### src/rtl/fetch_stage.sv
// fetch_stage: instruction fetch, req/ack imem port, IF/ID register.
// One-entry skid buffer absorbs a response that lands during a stall.
module fetch_stage #(
  parameter int ADDR_W = 24,
  parameter int INSTR_W = 24,
  parameter logic [ADDR_W-1:0] RESET_PC = '0
) (
  input  logic               iw_clk,
  input  logic               iw_rst_n,
  input  logic               iw_stall,
  input  logic               iw_redirect,
  input  logic [ADDR_W-1:0]  iw_redirect_pc,
  output logic               ow_imem_req,
  output logic [ADDR_W-1:0]  ow_imem_addr,
  input  logic               iw_imem_ack,
  input  logic [INSTR_W-1:0] iw_imem_data,
  output logic               ow_ifid_valid,
  output logic [ADDR_W-1:0]  ow_ifid_pc,
  output logic [INSTR_W-1:0] ow_ifid_instr
);

  localparam logic [1:0] S_BOOT = 2'd0;
  localparam logic [1:0] S_REQ  = 2'd1;
  localparam logic [1:0] S_FULL = 2'd2;
  localparam logic [1:0] S_DROP = 2'd3;

  logic [1:0]         state;
  logic [ADDR_W-1:0]  r_addr;
  logic [ADDR_W-1:0]  r_tgt;
  logic [ADDR_W-1:0]  r_buf_pc;
  logic [INSTR_W-1:0] r_buf_instr;

  assign ow_imem_req  = (state == S_REQ) || (state == S_DROP);
  assign ow_imem_addr = r_addr;

  always_ff @(posedge iw_clk or negedge iw_rst_n) begin
    if (!iw_rst_n) begin
      state         <= S_BOOT;
      r_addr        <= RESET_PC;
      r_tgt         <= '0;
      r_buf_pc      <= '0;
      r_buf_instr   <= '0;
      ow_ifid_valid <= 1'b0;
      ow_ifid_pc    <= '0;
      ow_ifid_instr <= '0;
    end else begin
      unique case (state)
        S_BOOT: state <= S_REQ;
        S_REQ: begin
          if (iw_redirect) begin
            ow_ifid_valid <= 1'b0;
            if (iw_imem_ack) begin
              r_addr <= iw_redirect_pc;
            end else begin
              // outstanding request keeps its address; park target
              r_tgt <= iw_redirect_pc;
              state <= S_DROP;
            end
          end else if (iw_imem_ack) begin
            r_addr <= r_addr + {{(ADDR_W-1){1'b0}}, 1'b1};
            if (iw_stall) begin
              r_buf_pc    <= r_addr;
              r_buf_instr <= iw_imem_data;
              state       <= S_FULL;
            end else begin
              ow_ifid_valid <= 1'b1;
              ow_ifid_pc    <= r_addr;
              ow_ifid_instr <= iw_imem_data;
            end
          end else if (!iw_stall) begin
            ow_ifid_valid <= 1'b0;
          end
        end
        S_FULL: begin
          if (iw_redirect) begin
            ow_ifid_valid <= 1'b0;
            r_addr        <= iw_redirect_pc;
            state         <= S_REQ;
          end else if (!iw_stall) begin
            ow_ifid_valid <= 1'b1;
            ow_ifid_pc    <= r_buf_pc;
            ow_ifid_instr <= r_buf_instr;
            state         <= S_REQ;
          end
        end
        S_DROP: begin
          ow_ifid_valid <= 1'b0;
          if (iw_redirect) begin
            r_tgt <= iw_redirect_pc;
          end else if (iw_imem_ack) begin
            r_addr <= r_tgt;
            state  <= S_REQ;
          end
        end
      endcase
    end
  end

endmodule
### config.mk
export PLATFORM = sky130hd
export DESIGN_NAME = fetch_stage
export DESIGN_NICKNAME = d
export VERILOG_FILES = /design/src/rtl/fetch_stage.sv
export SDC_FILE = /design/constraint.sdc
export NUM_CORES = 1
export LEC_CHECK = 0
export CAP_MARGIN = 20
export CORE_UTILIZATION = 29
export DETAILED_ROUTE_END_ITERATION = 7
export GPL_TIMING_DRIVEN = 0
export PLACE_DENSITY = 0.54
export SLEW_MARGIN = 10
export SYNTH_ARGS = -nofsm -noshare
export SYNTH_HDL_FRONTEND = slang
export SYNTH_SLANG_ARGS = --single-unit
### constraint.sdc
create_clock -name iw_clk -period 2.95 [get_ports iw_clk]
set_input_delay 0.4425 -clock iw_clk [delete_from_list [all_inputs] [get_ports iw_clk]]
set_output_delay 0.4425 -clock iw_clk [all_outputs]
set_load 0.01 [all_outputs]
# Word level (Yosys, flattened, before mapping)
# Index checks and enable logic that the tools add are counted.
[word_totals]
word_cells = 77
register_bits = 147
[classes]
n_eq_ne = 19
reduce_logical = 11
n_bitwise = 1
mux = 37
n_addsub = 1
[op_table]
columns = ["cell", "n"]
rows = [
  ["two-way mux 24 bit", 18],
  ["case mux 24 bit (2 select lines)", 3],
  ["case mux 24 bit (3 select lines)", 1],
  ["adder 24 x 1 -> 24 bit, second input constant", 1],
  ["inequality test 2 bit, second input constant", 11],
  ["two-way mux 2 bit", 8],
  ["inequality test 3 bit, second input constant", 4],
  ["AND reduction 6 bit", 2],
  ["case mux 2 bit (4 select lines)", 1],
  ["AND reduction 4 bit", 2],
  ["two-way mux 1 bit", 5],
  ["AND reduction 5 bit", 1],
  ["== test 2 bit, second input constant", 2],
  ["inequality test 4 bit, second input constant", 1],
  ["nonzero test 2 bit", 2],
  ["case mux 1 bit (3 select lines)", 1],
  ["nonzero test 3 bit", 1],
  ["== test 2 x 1 -> 1 bit, second input constant", 1],
  ["logical NOT 2 bit", 1],
  ["AND reduction 2 bit", 1],
  ["logical OR 1 bit", 1],
  ["NOT 1 bit", 1],
]

# Longest topological paths before layout
[depth]
ltp_word = 4
depth_mapped = 8

# Worst setup path after synthesis
# OpenSTA, ideal clock, no wires.
[synth_timing]
kind = "input port to flip-flop"
from = "in iw_redirect"
to = "reg r_buf_instr[20]"
required_ns = 2.822
path_slack_ns = 1.270
path_buffers = 2
arrival_time_ns = 1.552
cell_stages = 6
path_cell_list = "buf_2 or2_1 nor2_2 nand2_2 buf_2 mux2_1"
[synth_between]
elab_chain_len = 2
[synth_lines]
columns = ["item", "line", "source"]
rows = [
  ["from (decl)", "11", "input logic iw_redirect,"],
  ["NOT 1 bit (no line)", "-", ""],
  ["AND reduction 4 bit (no line)", "-", ""],
  ["to (signal assigned)", "63", "r_buf_instr <= iw_imem_data;"],
  ["to (decl)", "31", "logic [INSTR_W-1:0] r_buf_instr;"],
]
# No other way between the ends.
# A chain may end at the register's enable or synchronous reset.

# Final worst setup path
[layout_timing]
from = "reg state[0]"
to = "out ow_imem_req"
[layout_between]
elab_chain_len = 2
elab_cells_between_ends = 3
cone_classes = "2 x eq/ne; 1 x reduce/logical"
[layout_lines]
columns = ["item", "line", "source"]
rows = [
  ["from (decl)", "27", "logic [1:0] state;"],
  ["from (signal assigned)", "38", "state <= S_BOOT;"],
  ["from (signal assigned)", "48", "S_BOOT: state <= S_REQ;"],
  ["from (signal assigned)", "57", "state <= S_DROP;"],
  ["== test 2 x 1 -> 1 bit or == test 2 bit (tied branches)", "33", "assign ow_imem_req = (state == S_REQ) || (state == S_DROP);"],
  ["logical OR 1 bit *", "33", ""],
  ["to (decl)", "13", "output logic ow_imem_req,"],
]
# Every way passes the cells marked *; elsewhere a longest branch is shown, timed or not.

==> metrics.txt <==
status=finished, final reports clean; initial antenna violation count=0; Hold WC Path Type=input pin to flip-flop; initial core utilization=29.9%; fin. max-slew vios=0; Clock Path Buffers=2; Hold Path End=state[0]$_DFFE_PN0P_; measured slew at the worst slew-check pin=732 ps; DR pass1 iterations=5; sequential share of the synthesized area=51.8%; largest net degree at the start of global routing=88; Port Buf Inserts=between 100 and 150; TNS Setup=0 ps; Root Buffer=clkbuf_16; register bit total from synthesis=around 150; CP Capture Type=output port; MaxCap Viol Count=0; Hold Crit Start=iw_stall; synthesized instance count=652; ANT cells=0; min Tclk post-route=around 2300 ps; most frequent cells in the layout=147 x dfrtp_1, 123 x clkdlybuf4s50_1, 76 x nand2_1; crit path launch=state[0]$_DFFE_PN0P_; Die H=159 um; vias in the first global route=between 5000 and 6000; most common cell after layout, fill and taps aside=dfrtp_1; Worst Path Required=2510 ps; Worst Clk Skew=about 7.5 ps; YS warnings=0; Fin. Hold Viols=0; TritonCTS Buffers=17; syn avg cell area=10.9 sq um; RR Endpoint=ow_ifid_pc[21]$_DFFE_PN0P_; Core ar.=around 24000 sq um; R2R setup slack=980 ps; share of cells above drive strength 1=17.3%; CTS H-tree depth=4; Reg2Reg Launch Point=state[0]$_DFFE_PN0P_; PnR Total Power=7.85 mW; Async S/R FF share, synth=100%; CP arrival=1820 ps; CTS Sinks=between 100 and 150; grt ovf=0; r2r worst-path depth=8; Final nets=851; DP Wirelength=13800 um; Synth cell types=60; final critical-path share of the clock period=76.7%; Layout fillers=between 2000 and 2500; P per Cell Area=832 nW/um^2; hold path cells=2; die width=approximately 160 um; RSZ-0062 raised after global routing=false; Vias=5383; Slew headroom=51.0%; Max rail drop VDD=0.000294 V; Top Ports=around 130; # Post-CTS Setup Buffers=0; GRT Total Usage=16.1%; CTS tree=yes; Cell Rows=56; Fmax=0.442 GHz; first-pass GRT wire length=30400 um; Mapped Nets=706; Clock transition at path regs=60 ps; final WL=18900 um; Clock Latency Late Sink=420 ps; number of DRC markers in iteration 0=308; Netlist Area Pre-Place=7110 sq um; # setup viols final=0; wire per inst=16.8 um; ys flop type=dfrtp_1; DRC=0; Area Growth Syn to Fin=32.7%; Post-DRT Antenna Nets=0; Post-synth EDFFs=0; critical path launch point type=flip-flop; leakage power=roughly 3.9 nW; GPL Wtd Cong=0.851; vias per cell=4.77; Die ar.=25100 sq um; kind of critical path=flip-flop to output port; crit-path max FO=10
## registers in the layout (all words and copies together), names as in the netlist
signal and count:
r_buf_pc 24, ow_imem_addr 24, r_tgt 24, state 2
ow_ifid_instr 24, r_buf_instr 24, ow_ifid_valid 1, ow_ifid_pc 24
## cell usage after synthesis (2+ instances only)
cell	n	area share, %
dfrtp_1	147	52
nand2_1	76	4.0
o21ai_0	63	4.4
mux2_2	57	9.0
mux2i_1	56	7.9
a21oi_1	37	2.6
nor2_1	36	1.9
buf_2	23	1.6
mux2_1	17	2.7
o22ai_1	12	1.1
nand3_1	11	0.77
clkbuf_1	10	0.53
o21ai_1	9	0.63
inv_1	7	0.37
and4_1	6	0.74
buf_4	6	0.63
nand4_1	6	0.53
nand2b_1	5	0.44
a211oi_1	4	0.42
xor2_1	4	0.49
buf_6	3	0.48
nand3_2	3	0.42
nor3_1	3	0.21
nor4_1	3	0.26
o21a_1	3	0.32
o221ai_1	3	0.37
a21o_1	2	0.21
a311oi_1	2	0.25
a41oi_1	2	0.25
buf_1	2	0.11
nand2_2	2	0.18
o22a_1	2	0.25
or2_1	2	0.18
xnor2_1	2	0.25
## cells by family after synthesis
| family | count (synthesis) | synth area share, % |
|---|---|---|
| AOI/OAI and AO/OA | 148 | 12.0 |
| xor gates and xnor gates | 6 | 0.739 |
| adders and majority gates | 1 | 0.176 |
| buffers and inverters | 52 | 3.80 |
| DFF | 147 | 51.8 |
| muxes | 130 | 19.6 |
| and+or+nand+nor | 168 | 12.0 |
## layout make-up
| cell class | count | area, sq um | share of cell area [%] |
|---|---|---|---|
| inverter | 7 | 26.3 | 0.279 |
| sequential | 147 | 3680 | 39.0 |
| timing repair buffer | 126 | 1280 | 13.6 |
| clock buffer | 24 | 522 | 5.53 |
| clock inverter | 8 | 120 | 1.27 |
| buffer | 45 | 244 | 2.59 |
| tap | 319 | 399 | 4.23 |
| multi-input combinational | 453 | 3160 | 33.5 |
## metal layers
| metal | global-route usage, % | vias to the layer above | wire length [um] |
|---|---|---|---|
| li1 | - | 2646 | - |
| met1 | 21.3 | 2565 | 8810 |
| met2 | 25.3 | 160 | 8780 |
| met3 | 4.65 | 12 | 1120 |
| met4 | 4.72 | 0 | 227 |
| met5 | 0 | - | 0 |
## power breakdown
group	total (mW)	switching, mW	internal [mW]
logic	2.31	1.03	1.27
clock network	2.32	0.834	1.49
registers	3.22	0.517	2.71
total	7.85	2.38	5.47
## worst max-delay path: stages, from the launching register on
cell and delay, ps:
dfrtp_1 490, buf_4 270, clkbuf_1 120, clkdlybuf4s50_1 530
## worst max path at each step
| stage | endpoint | slack (ps) |
|---|---|---|
| 2_1_floorplan | r_buf_instr[20]$_DFFE_PN0P_ | 1270 |
| 3_3_place_gp | r_tgt[21]$_DFFE_PN0P_ | -4990 |
| 3_5_place_dp | ow_ifid_instr[0]$_DFFE_PN0P_ | 440 |
| 4_1_cts | ow_imem_req | 650 |
| 5_1_grt | ow_imem_req | 600 |
| 6_report | ow_imem_req | 690 |
## metrics by stage
stage | instance area [sq um] | hold WS (ps) | cells | utilization (%) | setup WS [ps]
3_3_place_gp | 8750 | 463 | 1095 | 36.8 | -4990
5_1_grt | 9430 | 396 | 1129 | 39.7 | 603
2_1_floorplan | 7110 | 147 | 652 | - | 1270
4_1_cts | 9430 | 353 | 1129 | 39.7 | 653
3_5_place_dp | 8780 | 419 | 1096 | 37.0 | 438
6_report | 9430 | 388 | 1129 | 39.7 | 687
## timing repair
action / CTS / global route
hold buffers: 1 / 0
gates resized for setup: 0 / 0
endpoints found under the hold margin: 60 / 0
Power figures use the tool's default switching activity.
